==> src/rtl/store_commit_arbiter_if.sv <==
`default_nettype none
// ============================================================================
// Module      : store_commit_arbiter_if
// Description : Retire, load-unit and Dcache signals of the store commit
//               arbiter. The slave modport is the arbiter's view and the
//               master modport is the view of the surrounding pipeline.
// Revision    : 1.0 - initial release
// ============================================================================
interface store_commit_arbiter_if #(
  parameter int XLEN     = 32,
  parameter int SB_DEPTH = 4
);
  localparam int CNT_W = $clog2(SB_DEPTH) + 1;

  // retire -> store buffer
  logic             st_req;
  logic [XLEN-1:0]  st_addr;
  logic [63:0]      st_data;
  logic             sb_full;
  logic [CNT_W-1:0] sb_count;

  // load unit
  logic             ld_req;
  logic [XLEN-1:0]  ld_addr;
  logic             ld_grant;
  logic [63:0]      ld_data;

  // Dcache port
  logic             dc_req;
  logic [1:0]       dc_cmd;
  logic [XLEN-1:0]  dc_addr;
  logic [63:0]      dc_wdata;
  logic             dc_ready;
  logic [63:0]      dc_rdata;

  modport slave (
    input  st_req, st_addr, st_data, ld_req, ld_addr, dc_ready, dc_rdata,
    output sb_full, sb_count, ld_grant, ld_data, dc_req, dc_cmd, dc_addr, dc_wdata
  );

  modport master (
    output st_req, st_addr, st_data, ld_req, ld_addr, dc_ready, dc_rdata,
    input  sb_full, sb_count, ld_grant, ld_data, dc_req, dc_cmd, dc_addr, dc_wdata
  );
endinterface
`default_nettype wire

==> src/rtl/store_commit_arbiter.sv <==
`default_nettype none
// ============================================================================
// Module      : store_commit_arbiter
// Description : Buffers retired store dwords in a FIFO, arbitrates the single
//               Dcache port between buffered stores and load-unit reads
//               (starvation and full-buffer drain control) and forwards
//               buffered dwords to matching loads.
// Revision    : 1.0 - initial release
// ============================================================================
module store_commit_arbiter #(
  parameter int XLEN         = 32,
  parameter int SB_DEPTH     = 4,
  parameter int STARVE_LIMIT = 4
) (
  input  logic                  clk,
  input  logic                  rst,
  store_commit_arbiter_if.slave bus
);

  localparam int PTR_W = $clog2(SB_DEPTH);
  localparam int CNT_W = PTR_W + 1;
  localparam int STV_W = $clog2(STARVE_LIMIT + 1);
  localparam int TAG_W = XLEN - 3;

  localparam logic [1:0] BUS_NONE  = 2'd0;
  localparam logic [1:0] BUS_LOAD  = 2'd1;
  localparam logic [1:0] BUS_STORE = 2'd2;

  typedef enum logic [0:0] {
    ST_NORMAL = 1'b0,
    ST_DRAIN  = 1'b1
  } state_t;

  typedef enum logic [1:0] {
    OWN_NONE  = 2'd0,
    OWN_LOAD  = 2'd1,
    OWN_STORE = 2'd2
  } owner_t;

  // Buffer storage keeps only the dword tag; stores are always dword aligned.
  logic [SB_DEPTH-1:0][TAG_W-1:0] tag_q, tag_d;
  logic [SB_DEPTH-1:0][63:0]      data_q, data_d;
  logic [PTR_W-1:0]               head_q, head_d;
  logic [PTR_W-1:0]               tail_q, tail_d;
  logic [CNT_W-1:0]               count_q, count_d;
  logic [STV_W-1:0]               starve_q, starve_d;
  state_t                         state_q, state_d;
  owner_t                         owner_q, owner_d;

  logic        full;
  logic        enq;
  logic        deq;
  logic        fwd_hit;
  logic [63:0] fwd_data;
  logic        load_cand;
  logic        store_cand;
  owner_t      owner_cur;
  logic        load_done;
  logic        store_done;
  logic        unused_addr_lsbs;

  // Full comes from the registered count only, so a same-cycle dequeue never frees a slot early.
  assign full       = (count_q == CNT_W'(SB_DEPTH));
  assign enq        = bus.st_req && !full;
  assign load_done  = (owner_cur == OWN_LOAD) && bus.dc_ready;
  assign store_done = (owner_cur == OWN_STORE) && bus.dc_ready;
  assign deq        = store_done;

  assign bus.sb_full  = full;
  assign bus.sb_count = count_q;

  // Sub-dword address bits never reach the cache or the forwarding compare.
  assign unused_addr_lsbs = ^{bus.st_addr[2:0], bus.ld_addr[2:0]};

  // Forwarding: youngest valid entry with a matching dword tag wins. Registered
  // entries only, so a store enqueued this cycle is not seen. Disabled while a
  // Dcache load already owns the port so the outstanding load completes alone.
  always_comb begin
    fwd_hit  = 1'b0;
    fwd_data = '0;
    for (int i = 0; i < SB_DEPTH; i++) begin
      if (bus.ld_req && (owner_q != OWN_LOAD) && (CNT_W'(i) < count_q) &&
          (tag_q[head_q + PTR_W'(i)] == bus.ld_addr[XLEN-1:3])) begin
        fwd_hit  = 1'b1;
        fwd_data = data_q[head_q + PTR_W'(i)];
      end
    end
  end

  // Port owner: a locked owner keeps the port, otherwise pick by drain state.
  always_comb begin
    load_cand  = bus.ld_req && !fwd_hit;
    store_cand = (count_q != '0);
    owner_cur  = owner_q;
    if (owner_q == OWN_NONE) begin
      if (state_q == ST_DRAIN) begin
        if (store_cand)     owner_cur = OWN_STORE;
        else if (load_cand) owner_cur = OWN_LOAD;
        else                owner_cur = OWN_NONE;
      end else begin
        if (load_cand)       owner_cur = OWN_LOAD;
        else if (store_cand) owner_cur = OWN_STORE;
        else                 owner_cur = OWN_NONE;
      end
    end
  end

  // Dcache request payload; held stable while locked because the head entry and
  // the load address cannot change until dc_ready.
  always_comb begin
    bus.dc_req   = 1'b0;
    bus.dc_cmd   = BUS_NONE;
    bus.dc_addr  = '0;
    bus.dc_wdata = '0;
    case (owner_cur)
      OWN_LOAD: begin
        bus.dc_req  = 1'b1;
        bus.dc_cmd  = BUS_LOAD;
        bus.dc_addr = {bus.ld_addr[XLEN-1:3], 3'b000};
      end
      OWN_STORE: begin
        bus.dc_req   = 1'b1;
        bus.dc_cmd   = BUS_STORE;
        bus.dc_addr  = {tag_q[head_q], 3'b000};
        bus.dc_wdata = data_q[head_q];
      end
      default: begin
      end
    endcase
  end

  // Load return: forwarded dword or Dcache data on completion.
  always_comb begin
    bus.ld_grant = 1'b0;
    bus.ld_data  = '0;
    if (fwd_hit) begin
      bus.ld_grant = 1'b1;
      bus.ld_data  = fwd_data;
    end else if (load_done) begin
      bus.ld_grant = 1'b1;
      bus.ld_data  = bus.dc_rdata;
    end
  end

  // FIFO next state: write at tail, retire head on store completion.
  always_comb begin
    tag_d  = tag_q;
    data_d = data_q;
    head_d = head_q;
    tail_d = tail_q;
    if (enq) begin
      tag_d[tail_q]  = bus.st_addr[XLEN-1:3];
      data_d[tail_q] = bus.st_data;
      tail_d         = tail_q + 1'b1;
    end
    if (deq) begin
      head_d = head_q + 1'b1;
    end
    count_d = count_q + CNT_W'(enq) - CNT_W'(deq);
  end

  // Starvation counter, drain FSM and owner lock next state. Drain entry looks at
  // the next-cycle count/starve values so it takes effect the cycle after the
  // limit is reached.
  always_comb begin
    starve_d = starve_q;
    if (store_done || (count_q == '0)) begin
      starve_d = '0;
    end else if (load_done && (starve_q != STV_W'(STARVE_LIMIT))) begin
      starve_d = starve_q + 1'b1;
    end

    state_d = state_q;
    case (state_q)
      ST_NORMAL: begin
        if ((count_d == CNT_W'(SB_DEPTH)) || (starve_d == STV_W'(STARVE_LIMIT))) begin
          state_d = ST_DRAIN;
        end
      end
      ST_DRAIN: begin
        if ((store_done && (count_d < CNT_W'(SB_DEPTH / 2))) || (count_q == '0)) begin
          state_d = ST_NORMAL;
        end
      end
      default: state_d = ST_NORMAL;
    endcase

    owner_d = OWN_NONE;
    if ((owner_cur != OWN_NONE) && !bus.dc_ready) begin
      owner_d = owner_cur;
    end
  end

  // State registers; reset abandons any outstanding request and buffered stores.
  always_ff @(posedge clk or posedge rst) begin
    if (rst) begin
      tag_q    <= '0;
      data_q   <= '0;
      head_q   <= '0;
      tail_q   <= '0;
      count_q  <= '0;
      starve_q <= '0;
      state_q  <= ST_NORMAL;
      owner_q  <= OWN_NONE;
    end else begin
      tag_q    <= tag_d;
      data_q   <= data_d;
      head_q   <= head_d;
      tail_q   <= tail_d;
      count_q  <= count_d;
      starve_q <= starve_d;
      state_q  <= state_d;
      owner_q  <= owner_d;
    end
  end

  // Retire must respect sb_full; a push while full is dropped.
  a_no_push_when_full : assert property (@(posedge clk) disable iff (rst) !(bus.st_req && full));

endmodule
`default_nettype wire

==> src/flat_wrapper.sv <==
// flat-port wrapper written by rule: the top's interface ports become plain ports
module store_commit_arbiter_flat 
#(
  parameter int XLEN         = 32,
  parameter int SB_DEPTH     = 4,
  parameter int STARVE_LIMIT = 4
)
  (clk, rst, bus_st_req, bus_st_addr, bus_st_data, bus_ld_req, bus_ld_addr, bus_dc_ready, bus_dc_rdata, bus_sb_full, bus_sb_count, bus_ld_grant, bus_ld_data, bus_dc_req, bus_dc_cmd, bus_dc_addr, bus_dc_wdata);
  store_commit_arbiter_if #(.XLEN(XLEN), .SB_DEPTH(SB_DEPTH)) bus_i ();
  input  logic clk;
  input  logic rst;
  input wire logic [$bits(bus_i.st_req)-1:0] bus_st_req;
  input wire logic [$bits(bus_i.st_addr)-1:0] bus_st_addr;
  input wire logic [$bits(bus_i.st_data)-1:0] bus_st_data;
  input wire logic [$bits(bus_i.ld_req)-1:0] bus_ld_req;
  input wire logic [$bits(bus_i.ld_addr)-1:0] bus_ld_addr;
  input wire logic [$bits(bus_i.dc_ready)-1:0] bus_dc_ready;
  input wire logic [$bits(bus_i.dc_rdata)-1:0] bus_dc_rdata;
  output wire logic [$bits(bus_i.sb_full)-1:0] bus_sb_full;
  output wire logic [$bits(bus_i.sb_count)-1:0] bus_sb_count;
  output wire logic [$bits(bus_i.ld_grant)-1:0] bus_ld_grant;
  output wire logic [$bits(bus_i.ld_data)-1:0] bus_ld_data;
  output wire logic [$bits(bus_i.dc_req)-1:0] bus_dc_req;
  output wire logic [$bits(bus_i.dc_cmd)-1:0] bus_dc_cmd;
  output wire logic [$bits(bus_i.dc_addr)-1:0] bus_dc_addr;
  output wire logic [$bits(bus_i.dc_wdata)-1:0] bus_dc_wdata;
  assign bus_i.st_req = bus_st_req;
  assign bus_i.st_addr = bus_st_addr;
  assign bus_i.st_data = bus_st_data;
  assign bus_i.ld_req = bus_ld_req;
  assign bus_i.ld_addr = bus_ld_addr;
  assign bus_i.dc_ready = bus_dc_ready;
  assign bus_i.dc_rdata = bus_dc_rdata;
  assign bus_sb_full = bus_i.sb_full;
  assign bus_sb_count = bus_i.sb_count;
  assign bus_ld_grant = bus_i.ld_grant;
  assign bus_ld_data = bus_i.ld_data;
  assign bus_dc_req = bus_i.dc_req;
  assign bus_dc_cmd = bus_i.dc_cmd;
  assign bus_dc_addr = bus_i.dc_addr;
  assign bus_dc_wdata = bus_i.dc_wdata;
  store_commit_arbiter #(.XLEN(XLEN), .SB_DEPTH(SB_DEPTH), .STARVE_LIMIT(STARVE_LIMIT)) u_core (.clk(clk), .rst(rst), .bus(bus_i));
endmodule
==> config.mk <==
export PLATFORM = sky130hd
export DESIGN_NAME = store_commit_arbiter_flat
export DESIGN_NICKNAME = d
export VERILOG_FILES = /design/src/rtl/store_commit_arbiter_if.sv /design/src/rtl/store_commit_arbiter.sv /design/src/flat_wrapper.sv
export SDC_FILE = /design/constraint.sdc
export NUM_CORES = 1
export LEC_CHECK = 0
export ABC_AREA = 1
export CORE_AREA = 2 2 244 246
export CTS_CLUSTER_DIAMETER = 150
export CTS_CLUSTER_SIZE = 25
export DETAILED_ROUTE_END_ITERATION = 10
export DIE_AREA = 0 0 246 248
export PLACE_DENSITY = 0.78
export SLEW_MARGIN = 20
export SYNTH_ARGS = -nofsm -noshare
export SYNTH_HDL_FRONTEND = slang
export SYNTH_SLANG_ARGS = --single-unit
==> constraint.sdc <==
create_clock -name clk -period 14.4 [get_ports clk]
set_input_delay 2.88 -clock clk [delete_from_list [all_inputs] [get_ports clk]]
set_output_delay 2.88 -clock clk [all_outputs]
set_load 0.1 [all_outputs]
==> metrics.txt <==
# TYPE chip_impl_metric gauge
chip_impl_metric{name="synth.distinct_cells",unit=""} 29
chip_impl_info{name="synth_ff_type",value="sky130_fd_sc_hd__dfrtp_1"} 1
chip_impl_metric{name="clock.fmax",unit="MHz"} 87.44
chip_impl_metric{name="row_count",unit=""} 89
chip_impl_metric{name="grt_antenna_before_repair",unit=""} 13
chip_impl_metric{name="clock_path_buffers",unit=""} 3
chip_impl_metric{name="worst_ep_required_time",unit="ns"} 11.52
chip_impl_metric{name="worst_max_slew_pin_slew",unit="ns"} 1.213
chip_impl_metric{name="routedWlPerCell",unit="um"} 17.44
chip_impl_metric{name="crit_path_max_incr_delay",unit="ns"} 1.19
chip_impl_metric{name="maxCapViolCount",unit=""} 0
chip_impl_info{name="timing.critical_path.max_delay_family",value="buffers and inverters"} 1
chip_impl_info{name="cpMostUsedCell",value="sky130_fd_sc_hd__nand2_1"} 1
chip_impl_metric{name="first_global_vias",unit=""} 27560
chip_impl_metric{name="floorplan.initialDensity",unit=""} 0.4963
chip_impl_metric{name="register_clock_pin_slew_on_the_reported_worst_setup_and_hold_paths",unit="ns"} 0.10
chip_impl_metric{name="detail_route.iter0.violations",unit=""} 3282
chip_impl_info{name="cp_cell_sequence",value="clkdlybuf4s50_1 > o21ai_0 > nor3_1 > nand2_1 > inv_1 > nand2_1 > nor2_1 > nand2_1 > nor2_1 > nand2_4 > nand2_1 > nor2_4 > nand4_1 > nand2_1 > inv_1 > ha_1 > buf_4 > inv_2 > buf_4 > nor2_1 > clkdlybuf4s50_1"} 1
chip_impl_metric{name="p_r_area_growth_vs_syn",unit="%"} 14.26
chip_impl_info{name="worst_setup_ep_type",value="primary output"} 1
chip_impl_metric{name="synth-edff-count",unit=""} 0
chip_impl_info{name="yosys-top-cells-area",value="sky130_fd_sc_hd__dfrtp_1, sky130_fd_sc_hd__nand2_1, sky130_fd_sc_hd__o21ai_0, sky130_fd_sc_hd__mux2_2, sky130_fd_sc_hd__nand3_1"} 1
chip_impl_metric{name="dr.pass1.iters",unit=""} 8
chip_impl_metric{name="num-nets-final",unit=""} 4986
chip_impl_metric{name="route.final.wire_length",unit="mm"} 96.81
chip_impl_metric{name="dieWidth",unit="um"} 246
chip_impl_metric{name="clock_skew",unit="ns"} 0.01987
chip_impl_metric{name="place.gp.congestion",unit=""} 0.9725
chip_impl_info{name="slowest_library_cell_on_the_worst_path",value="sky130_fd_sc_hd__clkdlybuf4s50_1"} 1
chip_impl_metric{name="ys_seq_area_frac",unit=""} 0.3320
chip_impl_metric{name="clk-insertion-delay-late",unit="ns"} 0.56
chip_impl_metric{name="hold_buffers",unit=""} 0
chip_impl_metric{name="dieHeight",unit="um"} 248
chip_impl_metric{name="netlist_area",unit="sq mm"} 0.02902
chip_impl_info{name="final_cell_mix",value="sky130_fd_sc_hd__nand2_1, sky130_fd_sc_hd__o21ai_0, sky130_fd_sc_hd__dfrtp_1, sky130_fd_sc_hd__clkdlybuf4s50_1, sky130_fd_sc_hd__inv_1"} 1
chip_impl_info{name="critPathKind",value="primary input to primary output"} 1
chip_impl_info{name="mostFrequentLayoutCell",value="sky130_fd_sc_hd__nand2_1"} 1
chip_impl_metric{name="cts.repair.resized",unit=""} 0
chip_impl_metric{name="core_area",unit="sq mm"} 0.05846
chip_impl_metric{name="design.die.area",unit="sq mm"} 0.06101
chip_impl_metric{name="ys_seq_elements",unit=""} 385
chip_impl_metric{name="report.final.setup_viol",unit=""} 0
chip_impl_metric{name="port_buffers",unit=""} 355
chip_impl_metric{name="post_synth.cell_area_avg",unit="sq um"} 6.201
chip_impl_metric{name="postRouteAntennaNets",unit=""} 0
chip_impl_info{name="tritoncts",value="built"} 1
chip_impl_metric{name="grt_start_max_net_pins",unit=""} 323
chip_impl_metric{name="clock_sinks",unit=""} 385
chip_impl_metric{name="number_of_clock_buffers_inserted_by_tritoncts",unit=""} 19
chip_impl_metric{name="dr_total_vias",unit=""} 30800
chip_impl_metric{name="grt_remaining_overflow",unit=""} 0
chip_impl_metric{name="post-dp-hpwl",unit="mm"} 59.68
chip_impl_metric{name="setup-tns-final",unit="ns"} 0
chip_impl_metric{name="post-cts-setup-buffers",unit=""} 0
chip_impl_info{name="synth.largest_area_cell",value="sky130_fd_sc_hd__dfrtp_1"} 1
chip_impl_info{name="clock_tree.root_cell",value="sky130_fd_sc_hd__clkbuf_16"} 1
chip_impl_info{name="timing.critical_path.from_type",value="primary input"} 1
chip_impl_metric{name="synthCells",unit=""} 4679
chip_impl_metric{name="timing.final.crit_period",unit="ns"} 11.44
chip_impl_metric{name="cp_num_buf_inv",unit=""} 7
chip_impl_metric{name="post-route-period-util",unit=""} 0.7942
chip_impl_metric{name="hold_slack",unit="ns"} 0.5023
chip_impl_metric{name="slew_violations",unit=""} 0
chip_impl_metric{name="grt_use_total",unit=""} 0.3105
chip_impl_metric{name="h-tree-depth",unit=""} 1
chip_impl_metric{name="share_of_final_layout_standard_cells_stronger_than_drive_strength_1",unit=""} 0.05467
chip_impl_metric{name="routed_via_density",unit=""} 5.550
chip_impl_metric{name="crit_fanout",unit=""} 38
chip_impl_metric{name="num_ports",unit=""} 365
chip_impl_info{name="min-delay-path-class",value="flop to flop"} 1
chip_impl_info{name="rsz_0062_raised_after_global_routing",value="no"} 1
chip_impl_metric{name="synth_largest_type_area_fraction",unit=""} 0.3320
chip_impl_metric{name="timing.max_slew.rel_slack",unit=""} 0.1912
chip_impl_metric{name="postSynth.asyncResetShare",unit=""} 1.000
chip_impl_metric{name="grt_pass1_wl",unit="mm"} 150.9
chip_impl_metric{name="ys.warnings.count",unit=""} 0
chip_impl_info{name="outcome",value="complete, no violations"} 1
chip_impl_metric{name="worst_path_arrival_time",unit="ns"} 8.56
chip_impl_metric{name="drc",unit=""} 0
chip_impl_metric{name="finalHoldViolations",unit=""} 0
-- state kept, by name, indices dropped and copies added, names as in the netlist --
register / flops
u_core.state_q: 1
u_core.bus.sb_count: 3
u_core.tag_q: 116
u_core.tail_q: 2
u_core.starve_q: 3
u_core.data_q: 256
u_core.head_q: 2
u_core.owner_q: 2
-- metal layers --
metal	track usage	up-vias	wire [um]
li1	-	15080	-
met1	0.4269	14080	40250
met2	0.5002	1400	44120
met3	0.04531	228	8988
met4	0.1062	18	3334
met5	0	-	115
-- worst paths after layout --
kind / start / slack, ns / endpoint / depth (start not counted)
max reg2reg: u_core.head_q[0] / 7.29 / u_core.state_q / 27
max in group asynchronous: rst / 9.66 / u_core.data_q[205] / 4
min in group asynchronous: rst / 2.78 / u_core.data_q[184] / 2
max: bus_ld_req / 2.96 / bus_dc_wdata[62] / 21
min reg2reg: u_core.state_q / 0.50 / u_core.state_q / 1
min: u_core.state_q / 0.50 / u_core.state_q / 1
-- worst register-to-register path, stage by stage (launching register included) --
cell	delay, ns
sky130_fd_sc_hd__dfrtp_4	1.00
sky130_fd_sc_hd__clkinv_2	0.93
sky130_fd_sc_hd__buf_4	0.63
sky130_fd_sc_hd__nand2_1	0.20
sky130_fd_sc_hd__nand3_1	0.08
sky130_fd_sc_hd__nand2_1	0.14
sky130_fd_sc_hd__xor2_1	0.22
sky130_fd_sc_hd__nand2_1	0.07
sky130_fd_sc_hd__nor2_1	0.22
sky130_fd_sc_hd__nand2_1	0.08
sky130_fd_sc_hd__nor2_1	0.17
sky130_fd_sc_hd__nand2_4	0.25
sky130_fd_sc_hd__nand2_1	0.29
sky130_fd_sc_hd__nor2_4	0.07
sky130_fd_sc_hd__nand4_1	0.10
sky130_fd_sc_hd__nand2_1	0.10
sky130_fd_sc_hd__inv_1	0.12
sky130_fd_sc_hd__ha_1	0.15
sky130_fd_sc_hd__buf_4	0.44
sky130_fd_sc_hd__nand2_1	0.33
sky130_fd_sc_hd__inv_1	0.15
sky130_fd_sc_hd__ha_1	0.13
sky130_fd_sc_hd__inv_1	0.04
sky130_fd_sc_hd__ha_1	0.18
sky130_fd_sc_hd__fa_1	0.41
sky130_fd_sc_hd__xnor2_1	0.30
sky130_fd_sc_hd__nor3_1	0.08
sky130_fd_sc_hd__o22ai_1	0.16
-- synthesized netlist by cell type, drive strengths merged (6+ instances only) --
cell type and instances:
a21oi 104, buf 116, clkbuf 200, dfrtp 385, ha 15, inv 361
mux2 176, nand2 1971, nand3 320, nand4 77, nor2 251, nor3 6
o21ai 683, xor2 7
-- through the flow --
| step | setup WS (ns) | utilization | cell area, sq um | cells |
|---|---|---|---|---|
| 3_5_place_dp | 3.170 | 0.5578 | 32610 | 5524 |
| 6_report | 2.964 | 0.5671 | 33160 | 5550 |
| 3_3_place_gp | 3.210 | 0.5578 | 32610 | 5524 |
| 5_1_grt | 2.795 | 0.5671 | 33160 | 5550 |
| 4_1_cts | 3.168 | 0.5665 | 33120 | 5546 |
| 2_1_floorplan | 0.8209 | - | 29020 | 4681 |
-- cells by family after synthesis --
family | Yosys count | share of synthesized area
AOI/OAI and AO/OA | 788 | 0.1360
xor gates and xnor gates | 8 | 0.002415
adders and majority gates | 16 | 0.007158
buffers and inverters | 678 | 0.09271
DFF | 385 | 0.3320
muxes | 176 | 0.06830
other | 1 | 0.0001292
and+or+nand+nor | 2627 | 0.3613
-- cell type report --
cell class	instances	area, sq um
multi-input combinational	3618	16790
fill	5740	25310
clock buffer	20	479.2
tap	773	967.2
inverter	362	1375
timing repair buffer	387	3867
clock inverter	2	25.02
sequential	385	9639
antenna	3	7.507
Power is left out: the tool's default activity adds up to more than one toggle a clock period on the data nets, which glitch-free logic cannot reach.
